`config.mk`:
```
export PLATFORM = sky130hd
export DESIGN_NAME = mem_access_ctrl_flat
export DESIGN_NICKNAME = d
export VERILOG_FILES = /design/src/rtl/mem_access_ctrl_if.sv /design/src/rtl/mem_access_ctrl.sv /design/src/flat_wrapper.sv
export SDC_FILE = /design/constraint.sdc
export NUM_CORES = 1
export LEC_CHECK = 0
export BUFFER_PORTS_ARGS = -buffer_cell sky130_fd_sc_hd__buf_2
export CELL_PAD_IN_SITES_DETAIL_PLACEMENT = 0
export CELL_PAD_IN_SITES_GLOBAL_PLACEMENT = 1
export CORE_MARGIN = 2
export CORE_UTILIZATION = 48
export DETAILED_ROUTE_END_ITERATION = 10
export PLACE_DENSITY = 0.94
export SYNTH_ARGS = -nofsm -noshare
export SYNTH_HDL_FRONTEND = slang
export SYNTH_SLANG_ARGS = --single-unit
```
`constraint.sdc`:
```
create_clock -name clk -period 6.73 [get_ports clk]
set_input_delay 0.673 -clock clk [delete_from_list [all_inputs] [get_ports clk]]
set_output_delay 0.673 -clock clk [all_outputs]
set_load 0.02 [all_outputs]
```
`src/rtl/mem_access_ctrl_if.sv`:
```
// ---------------------------------------------------------------------------
// mem_access_ctrl_if
//   CPU-side request/complete bundle between the control unit / MAR / MDR and
//   the memory access sequencer.
//
//   mov    memory operation valid (request strobe), 4-phase with moc
//   r_w    1 = read, 0 = write
//   dt     00 byte, 01 halfword, 10 word, 11 reserved
//   sign   sign-extend read data (byte/halfword only)
//   addr   byte address from MAR
//   wdata  store data from MDR (low bytes used for byte/halfword)
//   rdata  assembled, extended read data, valid while moc=1
//   moc    memory operation complete
//   abort  access rejected, valid while moc=1
//
//   modport master : control unit side (drives the request)
//   modport slave  : sequencer side (drives completion and read data)
// ---------------------------------------------------------------------------
interface mem_access_ctrl_if #(
  parameter int ADDR_W = 8
);
  logic              mov;
  logic              r_w;
  logic [1:0]        dt;
  logic              sign;
  logic [ADDR_W-1:0] addr;
  logic [31:0]       wdata;
  logic [31:0]       rdata;
  logic              moc;
  logic              abort;

  modport master (
    output mov, r_w, dt, sign, addr, wdata,
    input  rdata, moc, abort
  );

  modport slave (
    input  mov, r_w, dt, sign, addr, wdata,
    output rdata, moc, abort
  );
endinterface

```
`src/rtl/mem_access_ctrl.sv`:
```
// ---------------------------------------------------------------------------
// mem_access_ctrl
//   Sequencer between the CPU datapath and a byte-wide RAM. Each byte,
//   halfword or word request is split into byte-wide RAM cycles, MSB byte at
//   the lowest address (big-endian). Read bytes are assembled and zero- or
//   sign-extended to 32 bits; completion is signalled with a 4-phase
//   mov/moc handshake.
//
//   Optional build macro MEM_ALIGN_CHK_EN: when defined, misaligned halfword
//   and word requests abort in one cycle without touching the RAM. When
//   undefined, only dt=11 aborts and misaligned accesses run byte by byte
//   with address wrap.
//
// Parameters
//   RAM_LAT   read latency from ram_re to valid ram_rdata, 1..4 cycles
//   ADDR_W    byte address width
//
// Ports
//   clk        system clock, rising edge
//   clr        asynchronous active-low reset
//   cpu        CPU request bundle (slave side)
//   ram_addr   byte address to RAM
//   ram_re     RAM read strobe, one cycle per byte
//   ram_we     RAM write strobe, one cycle per byte
//   ram_wdata  byte to RAM
//   ram_rdata  byte from RAM
// ---------------------------------------------------------------------------
module mem_access_ctrl #(
  parameter int RAM_LAT = 1,
  parameter int ADDR_W  = 8
) (
  input  logic              clk,
  input  logic              clr,
  mem_access_ctrl_if.slave  cpu,
  output logic [ADDR_W-1:0] ram_addr,
  output logic              ram_re,
  output logic              ram_we,
  output logic [7:0]        ram_wdata,
  input  logic [7:0]        ram_rdata
);

  typedef enum logic [2:0] {
    S_IDLE,
    S_ISSUE,
    S_WAIT,
    S_NEXT,
    S_DONE
  } state_t;

  state_t            state;
  logic              rw_q;
  logic [1:0]        dt_q;
  logic              sign_q;
  logic [ADDR_W-1:0] base_q;
  logic [31:0]       wdata_q;
  logic [31:0]       acc;
  logic [1:0]        idx;
  logic [1:0]        idx_nxt;
  logic [1:0]        wait_cnt;
  logic [31:0]       rdata_q;
  logic              moc_q;
  logic              abort_q;
  logic              req_illegal;

  assign cpu.rdata = rdata_q;
  assign cpu.moc   = moc_q;
  assign cpu.abort = abort_q;
  assign idx_nxt   = idx + 2'd1;

  // Index of the last byte of the operand: N-1.
  function automatic logic [1:0] last_idx(input logic [1:0] dt);
    case (dt)
      2'b00:   return 2'd0;
      2'b01:   return 2'd1;
      default: return 2'd3;
    endcase
  endfunction

  // Byte i of the operand counted MSB first, i.e. byte (N-1-i) of wdata.
  function automatic logic [7:0] wr_byte(input logic [31:0] wd,
                                         input logic [1:0]  dt,
                                         input logic [1:0]  i);
    logic [1:0] k;
    k = last_idx(dt) - i;
    return wd[{k, 3'b000} +: 8];
  endfunction

  // Right-justified N-byte value, extended to 32 bits.
  function automatic logic [31:0] extend(input logic [31:0] a,
                                         input logic [1:0]  dt,
                                         input logic        sg);
    case (dt)
      2'b00:   return {{24{sg & a[7]}},  a[7:0]};
      2'b01:   return {{16{sg & a[15]}}, a[15:0]};
      default: return a;
    endcase
  endfunction

  always_comb begin
    req_illegal = (cpu.dt == 2'b11);
`ifdef MEM_ALIGN_CHK_EN
    if (cpu.dt == 2'b01 && cpu.addr[0])         req_illegal = 1'b1;
    if (cpu.dt == 2'b10 && cpu.addr[1:0] != '0) req_illegal = 1'b1;
`endif
  end

  // NOTE: non-blocking assignments only, so every branch below sees the
  // pre-edge values of the state registers regardless of statement order.
  always_ff @(posedge clk or negedge clr) begin
    if (!clr) begin
      state     <= S_IDLE;
      rw_q      <= 1'b0;
      dt_q      <= 2'b00;
      sign_q    <= 1'b0;
      base_q    <= '0;
      wdata_q   <= '0;
      acc       <= '0;
      idx       <= '0;
      wait_cnt  <= '0;
      rdata_q   <= '0;
      moc_q     <= 1'b0;
      abort_q   <= 1'b0;
      ram_addr  <= '0;
      ram_re    <= 1'b0;
      ram_we    <= 1'b0;
      ram_wdata <= '0;
    end else begin
      case (state)
        S_IDLE: begin
          if (cpu.mov && !moc_q) begin
            rw_q     <= cpu.r_w;
            dt_q     <= cpu.dt;
            sign_q   <= cpu.sign;
            base_q   <= cpu.addr;
            wdata_q  <= cpu.wdata;
            acc      <= '0;
            idx      <= '0;
            wait_cnt <= '0;
            if (req_illegal) begin
              state   <= S_DONE;
              moc_q   <= 1'b1;
              abort_q <= 1'b1;
              rdata_q <= '0;
            end else begin
              // Strobes are registered: they go high for exactly the ISSUE
              // cycle, using the request fields straight off the bus.
              state    <= S_ISSUE;
              ram_addr <= cpu.addr;
              ram_re   <= cpu.r_w;
              ram_we   <= !cpu.r_w;
              if (!cpu.r_w) ram_wdata <= wr_byte(cpu.wdata, cpu.dt, 2'd0);
            end
          end
        end

        S_ISSUE: begin
          ram_re <= 1'b0;
          ram_we <= 1'b0;
          if (rw_q) begin
            state    <= S_WAIT;
            wait_cnt <= '0;
          end else begin
            state <= S_NEXT;
          end
        end

        S_WAIT: begin
          if (wait_cnt == 2'(RAM_LAT - 1)) begin
            acc   <= {acc[23:0], ram_rdata};
            state <= S_NEXT;
          end else begin
            wait_cnt <= wait_cnt + 2'd1;
          end
        end

        S_NEXT: begin
          if (idx == last_idx(dt_q)) begin
            state <= S_DONE;
            moc_q <= 1'b1;
            if (rw_q) rdata_q <= extend(acc, dt_q, sign_q);
          end else begin
            idx      <= idx_nxt;
            state    <= S_ISSUE;
            ram_addr <= base_q + ADDR_W'(idx_nxt);  // wraps at 2**ADDR_W
            ram_re   <= rw_q;
            ram_we   <= !rw_q;
            if (!rw_q) ram_wdata <= wr_byte(wdata_q, dt_q, idx_nxt);
          end
        end

        S_DONE: begin
          // Leaving only on mov=0 is what prevents re-triggering while the
          // control unit still holds mov high.
          if (!cpu.mov) begin
            state   <= S_IDLE;
            moc_q   <= 1'b0;
            abort_q <= 1'b0;
          end
        end

        default: state <= S_IDLE;
      endcase
    end
  end

endmodule

```
`src/flat_wrapper.sv`:
```
// flat-port wrapper written by rule: the top's interface ports become plain ports
module mem_access_ctrl_flat 
#(
  parameter int RAM_LAT = 1,
  parameter int ADDR_W  = 8
)
  (clk, clr, ram_addr, ram_re, ram_we, ram_wdata, ram_rdata, cpu_mov, cpu_r_w, cpu_dt, cpu_sign, cpu_addr, cpu_wdata, cpu_rdata, cpu_moc, cpu_abort);
  mem_access_ctrl_if #(.ADDR_W(ADDR_W)) cpu_i ();
  input  logic clk;
  input  logic clr;
  output logic [ADDR_W-1:0] ram_addr;
  output logic ram_re;
  output logic ram_we;
  output logic [7:0] ram_wdata;
  input  logic [7:0] ram_rdata;
  input wire logic [$bits(cpu_i.mov)-1:0] cpu_mov;
  input wire logic [$bits(cpu_i.r_w)-1:0] cpu_r_w;
  input wire logic [$bits(cpu_i.dt)-1:0] cpu_dt;
  input wire logic [$bits(cpu_i.sign)-1:0] cpu_sign;
  input wire logic [$bits(cpu_i.addr)-1:0] cpu_addr;
  input wire logic [$bits(cpu_i.wdata)-1:0] cpu_wdata;
  output wire logic [$bits(cpu_i.rdata)-1:0] cpu_rdata;
  output wire logic [$bits(cpu_i.moc)-1:0] cpu_moc;
  output wire logic [$bits(cpu_i.abort)-1:0] cpu_abort;
  assign cpu_i.mov = cpu_mov;
  assign cpu_i.r_w = cpu_r_w;
  assign cpu_i.dt = cpu_dt;
  assign cpu_i.sign = cpu_sign;
  assign cpu_i.addr = cpu_addr;
  assign cpu_i.wdata = cpu_wdata;
  assign cpu_rdata = cpu_i.rdata;
  assign cpu_moc = cpu_i.moc;
  assign cpu_abort = cpu_i.abort;
  mem_access_ctrl #(.RAM_LAT(RAM_LAT), .ADDR_W(ADDR_W)) u_core (.clk(clk), .clr(clr), .cpu(cpu_i), .ram_addr(ram_addr), .ram_re(ram_re), .ram_we(ram_we), .ram_wdata(ram_wdata), .ram_rdata(ram_rdata));
endmodule
```
# ---- Yosys cells after proc, flatten, opt, wreduce, memory -nomap -nowiden
# Index checks and enable logic that the tools add are counted.
dict set report word_totals {
  reg_bits 135
  inputBits 55
  rom_bits 0
  out_inout_bits 52
  latch_bits 0
  word_cells 125
  memories 0
  mem_bits_rw 0
}
dict set report classes {
  mul 0
  n_div 0
  mux 56
  n_lt_le_gt_ge 0
  bitwise_logic 2
  reduce_logical 25
  shift 2
  addsub 4
  n_eq_ne 20
}
# cell count
set ops {}
lappend ops {{2-to-1 mux 32 bit} 6}
lappend ops {{one-hot mux 32 bit (2 select lines)} 3}
lappend ops {{2-to-1 mux 8 bit} 8}
lappend ops {{indexed part select 32 x 6 -> 8 bit} 2}
lappend ops {{one-hot mux 8 bit (2 select lines)} 2}
lappend ops {{2-to-1 mux 2 bit} 12}
lappend ops {{AND reduction 4 bit} 4}
lappend ops {{2-to-1 mux 3 bit} 5}
lappend ops {{one-hot mux 3 bit (5 select lines)} 1}
lappend ops {{!= test 2 x 1 -> 1 bit, second input constant} 6}
lappend ops {{!= test 2 bit, second input constant} 6}
lappend ops {{one-hot mux 2 bit (2 select lines)} 3}
lappend ops {{2-to-1 mux 1 bit} 11}
lappend ops {{AND reduction 5 bit} 2}
lappend ops {{one-hot mux 1 bit (3 select lines)} 3}
lappend ops {{AND reduction 3 bit} 3}
lappend ops {{nonzero test 3 bit} 3}
lappend ops {{adder 8 x 2 -> 8 bit} 1}
lappend ops {{equality test 3 x 2 -> 1 bit, second input constant} 2}
lappend ops {{logical NOT 2 bit} 3}
lappend ops {{one-hot mux 2 bit (3 select lines)} 1}
lappend ops {{AND reduction 6 bit} 1}
lappend ops {{nonzero test 2 bit} 3}
lappend ops {{adder 2 x 1 -> 2 bit, second input constant} 2}
lappend ops {{other kinds (12)} 16}

# ---- Logic depth before layout (Yosys ltp)
# Gate-level depths: netlist (run 1).
dict set report depth {
  depth_word 11
  depth_mapped 9
  ltp_nobuf 8
}

# ---- Least setup slack after synthesis (run 1)
# OpenSTA, ideal clock, no wires.
dict set report synth_timing {
  path_kind {reg2reg}
  startpoint {register u_core.dt_q[0]}
  endpoint {register u_core.ram_wdata[4]}
  required_time_ps 6648
  t_arrival_ps 2124
  setup_ps 82
  stages_incl_launch_ff 10
  setup_slack_ps 4524
  path_buffers 3
  synth_period_minus_slack_ps 2206
  cell_sequence {dfrtp_1 > clkbuf_1 > nor2_1 > ha_1 > buf_2 > o21bai_1 > a21oi_2 > clkbuf_1 > nor2_1 > a31oi_1}
}
dict set report synth_via {
  elab_chain_len 10
  elab_cells_between_ends 15
  classes_between {1 x add/sub; 3 x eq/ne; 1 x shift; 8 x mux; 2 x reduce/logical}
}
# item line
set synth_lines {}
lappend synth_lines {{start: declaration} mem_access_ctrl.sv:52} ;# logic [1:0] dt_q;
lappend synth_lines {{start signal: assignment} mem_access_ctrl.sv:132} ;# dt_q <= cpu.dt;
lappend synth_lines {{equality test 2 x 1 -> 1 bit / logical NOT 2 bit (equally long branches)} mem_access_ctrl.sv:72} ;# case (dt)
lappend synth_lines {{one-hot mux 2 bit (2 select lines) (*)} mem_access_ctrl.sv:72}
lappend synth_lines {{2-to-1 mux 2 bit} mem_access_ctrl.sv:187} ;# if (!rw_q) ram_wdata <= wr_byte(wdata_q, dt_q, idx_nxt);
lappend synth_lines {{2-to-1 mux 2 bit} mem_access_ctrl.sv:177} ;# if (idx == last_idx(dt_q)) begin
lappend synth_lines {{2-to-1 mux 2 bit} mem_access_ctrl.sv:128} ;# case (state)
lappend synth_lines {{subtractor 2 bit} mem_access_ctrl.sv:84} ;# k = last_idx(dt) - i;
lappend synth_lines {{indexed part select 32 x 6 -> 8 bit} mem_access_ctrl.sv:85} ;# return wd[{k, 3'b000} +: 8];
lappend synth_lines {{2-to-1 mux 8 bit} mem_access_ctrl.sv:187}
lappend synth_lines {{2-to-1 mux 8 bit} mem_access_ctrl.sv:177}
lappend synth_lines {{one-hot mux 8 bit (2 select lines)} mem_access_ctrl.sv:128}
lappend synth_lines {{end signal: assignment} mem_access_ctrl.sv:151} ;# if (!cpu.r_w) ram_wdata <= wr_byte(cpu.wdata, cpu.dt, 2'd0);
lappend synth_lines {{end signal: assignment} mem_access_ctrl.sv:187}
lappend synth_lines {{end: declaration} mem_access_ctrl.sv:38} ;# output logic [7:0] ram_wdata,
# Every way passes the cells marked *; elsewhere a longest branch is shown, timed or not. The select of a mux whose other input is x is not followed.
# A chain may end at the register's enable or synchronous reset.

# ---- Worst setup path after layout (run 1)
dict set report layout_timing {
  startpoint {register u_core.dt_q[1]}
  endpoint {register u_core.rdata_q[14] (netlist: u_core.cpu.rdata[14])}
}
dict set report layout_via {
  elab_chain_len 6
  elab_cells_between_ends 11
  classes_between {3 x eq/ne; 6 x mux; 2 x reduce/logical}
}
# item line
set layout_lines {}
lappend layout_lines {{equality test 2 x 1 -> 1 bit / logical NOT 2 bit (equally long branches)} {mem_access_ctrl.sv:72, mem_access_ctrl.sv:92}}
lappend layout_lines {{one-hot mux 2 bit (2 select lines)} mem_access_ctrl.sv:72}
lappend layout_lines {{2-to-1 mux 2 bit} mem_access_ctrl.sv:128}
lappend layout_lines {{equality test 2 bit} mem_access_ctrl.sv:177}
lappend layout_lines {{!= test 2 x 1 -> 1 bit (no line)} --}
lappend layout_lines {{AND reduction 5 bit (no line)} --}
lappend layout_lines {{end signal: assignment} mem_access_ctrl.sv:180} ;# if (rw_q) rdata_q <= extend(acc, dt_q, sign_q);
lappend layout_lines {{end: declaration} mem_access_ctrl.sv:60} ;# logic [31:0] rdata_q;
# Parallel ways exist; a longest one is shown, timed or not. The select of a mux whose other input is x is not followed.

==> impl_metrics.env, run 1 <==
export IMPL_p_per_area_mw_per_mm2=253.7
export IMPL_timing_fmax_mhz=313.6
export IMPL_flow_area_growth_from_synthesis_pct=19.60
export IMPL_synth_commonest_cells="135 x sky130_fd_sc_hd__dfrtp_1, 82 x sky130_fd_sc_hd__nand2_1, 45 x sky130_fd_sc_hd__mux2_2"
export IMPL_hold_fix_buffer_count_after_cts=0
export IMPL_cts_root_buffer_cell="sky130_fd_sc_hd__clkbuf_16"
export IMPL_grt_setup_unrepaired="no"
export IMPL_detailed_place_area_mm2=0.006748
export IMPL_n_fill_cell=1063
export IMPL_async_flop_share_pct=100.0
export IMPL_core_area_mm2=0.01257
export IMPL_hold_path_class="in2async"
export IMPL_syn_area_mm2=0.006148
export IMPL_ys_dominant_reg_cell="sky130_fd_sc_hd__dfrtp_1"
export IMPL_synth_yosys_seq_area_share_pct=54.95
export IMPL_synth_enable_flop_cells=0
export IMPL_slew_at_the_pin_closest_to_its_max_slew_limit_ns=1.269
export IMPL_syn_mean_instance_area_um2=11.51
export IMPL_finalCritPeriodShare_pct=47.38
export IMPL_final_cells=809
export IMPL_max_stage_delay_ns=0.80
export IMPL_drcViolationCount=0
export IMPL_grt_usage_pct=21.48
export IMPL_finish_instance_area_mm2=0.007353
export IMPL_run_status="finished clean"
export IMPL_ant_nets=0
export IMPL_critical_path_cell_count=6
export IMPL_final_max_slew_viol_count=0
export IMPL_startpoint_type="register"
export IMPL_final_min_clock_period_ns=3.189
export IMPL_timing_max_slew_rel_slack_pct=15.33
export IMPL_synth_area_leader_cell="sky130_fd_sc_hd__dfrtp_1"
export IMPL_start_util_pct=48.92
export IMPL_initial_antenna_violation_count=2
export IMPL_setup_viol_count_final=0
export IMPL_timing_critical_path_max_delay_family="compound AO/OA/AOI/OAI gates"
export IMPL_cts_resized=0
export IMPL_drt_wl_total_um=13920
export IMPL_first_pass_grt_wire_length_um=22420
export IMPL_detailedRoute_firstPassIterationCount=4
export IMPL_final_setup_worst_slack_ns=3.541
export IMPL_post_layout_total_power_mw=1.866
export IMPL_cp_arrival_ns=3.54
export IMPL_hold_violations=0
export IMPL_final_setup_tns_ns=0
export IMPL_cts_htree_levels=4
export IMPL_final_layout_size_suffix_gt1_share_pct=31.55
export IMPL_synth_top_cells_by_area="sky130_fd_sc_hd__dfrtp_1 55%, sky130_fd_sc_hd__mux2_2 8.2%, sky130_fd_sc_hd__nand2_1 5.0%, sky130_fd_sc_hd__a22o_1 4.6%, sky130_fd_sc_hd__o21ai_0 2.9%"
export IMPL_end_kind="register"
export IMPL_num_io_pins=107
export IMPL_place_detailed_hpwl_um=9372
export IMPL_cts_reportedPaths_clkPinSlew_ns=0.06
export IMPL_ys_ff_latch=135
export IMPL_globalRouteOverflowTotal=0
export IMPL_synth_cells=534
export IMPL_maxCapViolCount=0
export IMPL_first_global_vias=4415
export IMPL_route_vias_total=4487
export IMPL_die_width_um=117.2
export IMPL_yosys_cell_count_top_type="sky130_fd_sc_hd__dfrtp_1"
export IMPL_peakVddDrop_v=0.0001446
export IMPL_critical_path_fanout_max=64
export IMPL_post_cts_setup_driven_buffer_insertion_count=0
export IMPL_sink_count=135
export IMPL_die_area_mm2=0.01373
export IMPL_route_detailed_wl_per_inst_um=17.20
export IMPL_grt_start_max_net_pins=89
export IMPL_yosysWarnings=0
export IMPL_timing_reg2reg_worst_path_depth=6
export IMPL_leakage_nw=3.613
export IMPL_detailedRoute_firstIterationViolations=329
export IMPL_fin_nets=685
export IMPL_cts_tree="yes"
export IMPL_buffer_ports_inserted=106
export IMPL_worstPathBufferInverterCount=0
export IMPL_crit_type="reg2reg"
export IMPL_clockBufferDepth=2
export IMPL_whs_ns=0.2593
export IMPL_dp_worst_setup_slack_ns=3.517
export IMPL_viasPerCell=5.546
export IMPL_antenna_cells_inserted=0
export IMPL_rows=41
export IMPL_cts_inserted_buffers=17
export IMPL_proportion_of_netlist_area_held_by_the_largest_area_contributor_pct=54.95
export IMPL_required_ns=7.08
export IMPL_clock_insertion_delay_worst_skew_ns=0.41
export IMPL_die_height_um=117.2
export IMPL_crit_slowest_cell="sky130_fd_sc_hd__dfrtp_1"
export IMPL_netlist_cell_type_count=43
export IMPL_synth_fp_nets=594
export IMPL_dp_cells=778
export IMPL_layout_skew_ns=0.006563
export IMPL_post_route_util_pct=58.51
export IMPL_gp_routability_congestion=0.8014
export IMPL_worst_path_cell_chain="nor2_1 > ha_1 > o21ba_2 > a2111o_2 > a211oi_1 > a21o_1"
==> layer usage <==
layer  global-route usage, %  routed length (µm)  up-vias
met5                       0                  30        -
met4                   5.490                 135        4
met3                   7.003                 853       16
met2                   35.36                6759      145
met1                   27.62                6136     2227
li1                        -                   -     2095
==> flip-flops by register name, summed over array words and instances, names as in the netlist <==
name              flops
u_core.cpu.moc        1
u_core.dt_q           2
u_core.ram_re         1
u_core.wait_cnt       2
u_core.sign_q         1
u_core.idx            2
u_core.state          3
u_core.wdata_q       32
u_core.cpu.rdata     32
u_core.acc           32
u_core.ram_addr       8
u_core.base_q         8
u_core.ram_wdata      8
u_core.rw_q           1
u_core.ram_we         1
u_core.cpu.abort      1
==> placed cells by master (no fill, tap or decap), types with 4 or more instances in the layout <==
master                        n
sky130_fd_sc_hd__ha_1         4
sky130_fd_sc_hd__nor2_1      20
sky130_fd_sc_hd__o21ai_0     36
sky130_fd_sc_hd__nand3_1      4
sky130_fd_sc_hd__buf_2      105
sky130_fd_sc_hd__dfrtp_1    135
sky130_fd_sc_hd__a21oi_1      8
sky130_fd_sc_hd__xnor2_1      7
sky130_fd_sc_hd__a211oi_1     8
sky130_fd_sc_hd__mux2i_1     14
sky130_fd_sc_hd__nand2_1     82
sky130_fd_sc_hd__a21o_1      11
sky130_fd_sc_hd__mux2_2      45
sky130_fd_sc_hd__buf_4        4
sky130_fd_sc_hd__mux4_2       8
sky130_fd_sc_hd__a22o_1      32
sky130_fd_sc_hd__a31oi_1     13
sky130_fd_sc_hd__o31ai_1     18
sky130_fd_sc_hd__nor2b_1     18
sky130_fd_sc_hd__inv_1        5
sky130_fd_sc_hd__clkbuf_16   17
==> layout make-up <==
class	count	area, µm²	share of cell area (%)
well taps	172	215.2	2.927
repair buffers	109	555.5	7.555
inverters	5	18.77	0.2552
multi-input cells	357	2580	35.09
clock buffers	20	456.7	6.211
flip-flops and latches	135	3378	45.94
clock inverters	11	148.9	2.025
==> worst reg2reg max path, delay by kind of cell (launching register included) <==
| kind | cells | cell delay [ns] |
|---|---|---|
| AO/OA/AOI/OAI | 4 | 1.63 |
| flip-flops | 1 | 0.80 |
| AND/OR/NAND/NOR | 1 | 0.13 |
| adder cells (fa/ha/maj) | 1 | 0.55 |
==> final timing paths <==
kind / from / endpoint / slack, ns
setup reg to reg: u_core.dt_q[1] / u_core.cpu.rdata[14] / 3.54
min in group clk: u_core.ram_addr[4] / u_core.ram_addr[4] / 0.47
hold / removal: clr / u_core.cpu.rdata[3] / 0.26
max in group asynchronous: clr / u_core.wdata_q[15] / 4.96
hold reg to reg: u_core.ram_addr[4] / u_core.ram_addr[4] / 0.47
setup / recovery: u_core.dt_q[1] / u_core.cpu.rdata[14] / 3.54
==> cells by family (layout without fill, tap and decap cells) <==
logic type	count (synthesis)	in the layout	synth area share (%)
and+or+nand+nor	138	138	9.992
AOI/OAI and AO/OA	136	136	15.26
DFF	135	135	54.95
muxes	68	68	13.88
buffers and inverters	42	145	3.358
xor gates and xnor gates	10	10	1.425
adders and majority gates	5	5	1.140
==> report_power, final <==
part           switching [mW]  leakage (nW)  internal, mW
combinational          0.0610          1.55        0.0342
clock                   0.340         0.288         0.600
sequential            0.00690          1.77         0.824
No activity file was read; power rests on OpenSTA's default activity.
==> inputs of run 2 (changes only) <==
Settings changed: ABC_AREA set to 1, CORE_UTILIZATION 48 to 41, PLACE_DENSITY 0.94 to 0.88.
Clock period 6.73 ns to 3.1 ns, I/O delays scaled along.
==> impl_metrics.env, run 2 <==
export IMPL_drcViolationCount=0
export IMPL_drt_wl_total_um=15440
export IMPL_end_kind="register"
export IMPL_place_detailed_hpwl_um=10640
export IMPL_rows=45
export IMPL_ys_ff_latch=135
export IMPL_yosys_cell_count_top_type="sky130_fd_sc_hd__nand2_1"
export IMPL_swShare_pct=40.13
export IMPL_layout_cells_most_common_list="281 x sky130_fd_sc_hd__nand2_1, 135 x sky130_fd_sc_hd__dfrtp_1, 105 x sky130_fd_sc_hd__buf_2, 90 x sky130_fd_sc_hd__o21ai_0, 74 x sky130_fd_sc_hd__inv_1"
export IMPL_combinational_family_with_the_most_area_after_synthesis="simple AND/OR/NAND/NOR gates"
export IMPL_slew_at_the_pin_closest_to_its_max_slew_limit_ns=0.8414
export IMPL_synth_simple_gate_area_share_pct=23.76
export IMPL_grt_start_max_net_pins=66
export IMPL_syn_mean_instance_area_um2=8.048
export IMPL_cts_reportedPaths_clkPinSlew_ns=0.06
export IMPL_route_detailed_wl_per_inst_um=14.24
export IMPL_viasPerCell=4.990
export IMPL_synth_cells=780
export IMPL_post_cts_setup_driven_buffer_insertion_count=0
export IMPL_synth_fp_nets=840
export IMPL_synth_compound_area_share_pct=13.10
export IMPL_final_setup_tns_ns=0
export IMPL_path_common_cell="sky130_fd_sc_hd__nand2_1"
export IMPL_comb_power_share_pct=38.4
export IMPL_synth_xor_area_share_pct=0.2791
export IMPL_fin_nets=943
export IMPL_async_flop_share_pct=100.0
export IMPL_final_max_slew_viol_count=0
export IMPL_detailedRoute_firstIterationViolations=313
export IMPL_critical_path_fanout_max=24
export IMPL_antenna_cells_inserted=0
export IMPL_initial_antenna_violation_count=0
export IMPL_holdPathStages=3
export IMPL_netlist_cell_type_count=31
export IMPL_critical_path_cell_count=9
export IMPL_timing_critical_path_max_delay_family="simple AND/OR/NAND/NOR gates"
export IMPL_grt_usage_pct=20.05
export IMPL_final_layout_size_suffix_gt1_share_pct=18.75
export IMPL_route_vias_total=5409
export IMPL_flow_area_growth_from_synthesis_pct=20.69
export IMPL_final_min_clock_period_ns=2.546
export IMPL_max_stage_delay_ns=0.45
export IMPL_syn_area_mm2=0.006277
export IMPL_die_width_um=127.7
export IMPL_cts_htree_levels=4
export IMPL_maxCapViolCount=0
export IMPL_clock_insertion_delay_worst_skew_ns=0.42
export IMPL_cp_arrival_ns=2.90
export IMPL_timing_reg2reg_worst_path_depth=9
export IMPL_synth_enable_flop_cells=0
export IMPL_timing_fmax_mhz=392.8
export IMPL_mostFrequentLayoutCell="sky130_fd_sc_hd__nand2_1"
export IMPL_worst_path_cell_chain="nor2_2 > ha_1 > a21oi_1 > nand2_1 > nand2_1 > nand3_2 > inv_2 > nand2_1 > nand2_1"
export IMPL_peakVddDrop_v=0.0004531
export IMPL_crit_type="reg2reg"
export IMPL_startpoint_type="register"
export IMPL_buffer_ports_inserted=106
export IMPL_layout_skew_ns=0.006149
export IMPL_synth_fa_ha_area_share_pct=1.116
export IMPL_start_util_pct=41.60
export IMPL_hold_violations=0
export IMPL_gp_routability_congestion=0.8332
export IMPL_synth_area_leader_cell="sky130_fd_sc_hd__dfrtp_1"
export IMPL_proportion_of_netlist_area_held_by_the_largest_area_contributor_pct=53.82
export IMPL_clock_power_share_pct=26.2
export IMPL_grt_setup_unrepaired="no"
export IMPL_final_setup_worst_slack_ns=0.5539
export IMPL_num_io_pins=107
export IMPL_dp_worst_setup_slack_ns=0.5594
export IMPL_ys_dominant_reg_cell="sky130_fd_sc_hd__dfrtp_1"
export IMPL_cts_root_buffer_cell="sky130_fd_sc_hd__clkbuf_16"
export IMPL_worstPathBufferInverterCount=1
export IMPL_cts_inserted_buffers=17
export IMPL_synth_commonest_cells="281 x sky130_fd_sc_hd__nand2_1, 135 x sky130_fd_sc_hd__dfrtp_1, 90 x sky130_fd_sc_hd__o21ai_0"
export IMPL_run_status="finished clean"
export IMPL_internal_power_mw=4.545
export IMPL_cts_tree="yes"
export IMPL_finalCritPeriodShare_pct=82.13
export IMPL_clockBufferDepth=2
export IMPL_core_area_mm2=0.01509
export IMPL_first_pass_grt_wire_length_um=25850
export IMPL_multiplexer_fraction_of_the_synthesized_cell_area_pct=0.4784
export IMPL_detailedRoute_firstPassIterationCount=4
export IMPL_p_seq_share_pct=35.3
export IMPL_switchingPower_mw=3.046
export IMPL_yosysWarnings=0
export IMPL_post_route_util_pct=50.21
export IMPL_leakage_nw=3.890
export IMPL_sink_count=135
export IMPL_first_global_vias=5214
export IMPL_hold_path_class="in2reg"
export IMPL_cts_resized=0
export IMPL_die_height_um=127.7
export IMPL_ant_nets=0
export IMPL_die_area_mm2=0.01632
export IMPL_required_ns=3.45
export IMPL_synth_yosys_seq_area_share_pct=53.82
export IMPL_setup_viol_count_final=0
export IMPL_globalRouteOverflowTotal=0
export IMPL_crit_slowest_cell="sky130_fd_sc_hd__nand3_2"
export IMPL_timing_max_slew_rel_slack_pct=43.85
export IMPL_p_per_area_mw_per_mm2=1002
export IMPL_synth_top_cells_by_area="sky130_fd_sc_hd__dfrtp_1 54%, sky130_fd_sc_hd__nand2_1 17%, sky130_fd_sc_hd__o21ai_0 7.2%, sky130_fd_sc_hd__inv_1 4.4%, sky130_fd_sc_hd__nand3_1 3.8%"
==> run 2: changes by cell type in the layout (fill, tap and decap cells not counted), moves of 19 or more <==
cell	change
sky130_fd_sc_hd__a21oi_1	+19
sky130_fd_sc_hd__a22o_1	-32
sky130_fd_sc_hd__inv_1	+69
sky130_fd_sc_hd__mux2_2	-45
sky130_fd_sc_hd__nand2_1	+199
sky130_fd_sc_hd__nand3_1	+44
sky130_fd_sc_hd__o21ai_0	+54
sky130_fd_sc_hd__o22ai_1	+23
==> run 2: per-layer routing <==
metal  share of wire, %  track usage (%)  routed length, µm
met5                  0                0                  0
met4                1.3            7.175                206
met3                4.1            4.048                629
met2                 49            32.46               7542
met1                 46            26.92               7060
==> run 2: final cells by class <==
type	count	area, µm²
Clock inverter	8	95.09
Multi-Input combinational cell	530	2439
Sequential cell	135	3378
Fill cell	1530	7513
Clock buffer	24	491.7
Tap cell	188	235.2
Timing Repair Buffer	119	636.9
Inverter	80	300.3
==> run 2: worst min-delay path, cell delays in order <==
cell	delay [ns]
sky130_fd_sc_hd__buf_2	0.07
sky130_fd_sc_hd__nand2_1	0.04
sky130_fd_sc_hd__nand2_1	0.05
==> run 2: through the flow <==
| step | area, µm² | std cells | power, mW | hold WS (ns) |
|---|---|---|---|---|
| finish | 7576 | 1084 | 7.591 | 0.09545 |
| global route | 7576 | 1084 | 8.222 | 0.09129 |
| CTS | 7576 | 1084 | 7.672 | 0.08139 |
| detailed placement | 6979 | 1051 | 5.640 | 0.3224 |
| global placement | 6979 | 1051 | 5.583 | 0.3258 |
| floorplan | 6277 | 780 | 4.821 | 0.01441 |
==> run 2: logic make-up (layout without fill, tap and decap cells) <==
| family | count (synthesis) | count (layout) |
|---|---|---|
| fa+ha+maj | 5 | 5 |
| compound gates | 154 | 154 |
| buf+inv | 115 | 231 |
| flops | 135 | 135 |
| simple gates | 366 | 366 |
| xor+xnor | 2 | 2 |
| mux | 3 | 3 |
==> run 2: final timing paths <==
kind                              startpoint                    to  slack [ns]
max                           u_core.dt_q[0]  u_core.cpu.rdata[17]        0.55
max reg2reg                   u_core.dt_q[0]  u_core.cpu.rdata[17]        0.55
min in group asynchronous                clr   u_core.cpu.rdata[5]        0.42
max in group asynchronous                clr  u_core.cpu.rdata[25]        1.78
min                            cpu_wdata[17]    u_core.wdata_q[17]         0.1
min reg2reg                u_core.wdata_q[2]     u_core.wdata_q[2]        0.47
==> run 2: power by group through the flow <==
| stage | clock [mW] | combinational, mW | sequential (mW) |
|---|---|---|---|
| global placement | 0 | 2.89 | 2.69 |
| finish | 1.99 | 2.92 | 2.68 |
| floorplan | 0 | 1.95 | 2.87 |
| detailed placement | 0 | 2.93 | 2.71 |
| CTS | 2.03 | 2.96 | 2.69 |
| global route | 2.11 | 3.36 | 2.75 |
==> run 2: timing repair <==
item	4_1_cts	5_1_grt
hold endpoints to repair	59	0
endpoints found under the setup margin	0	0
hold buffers	1	0
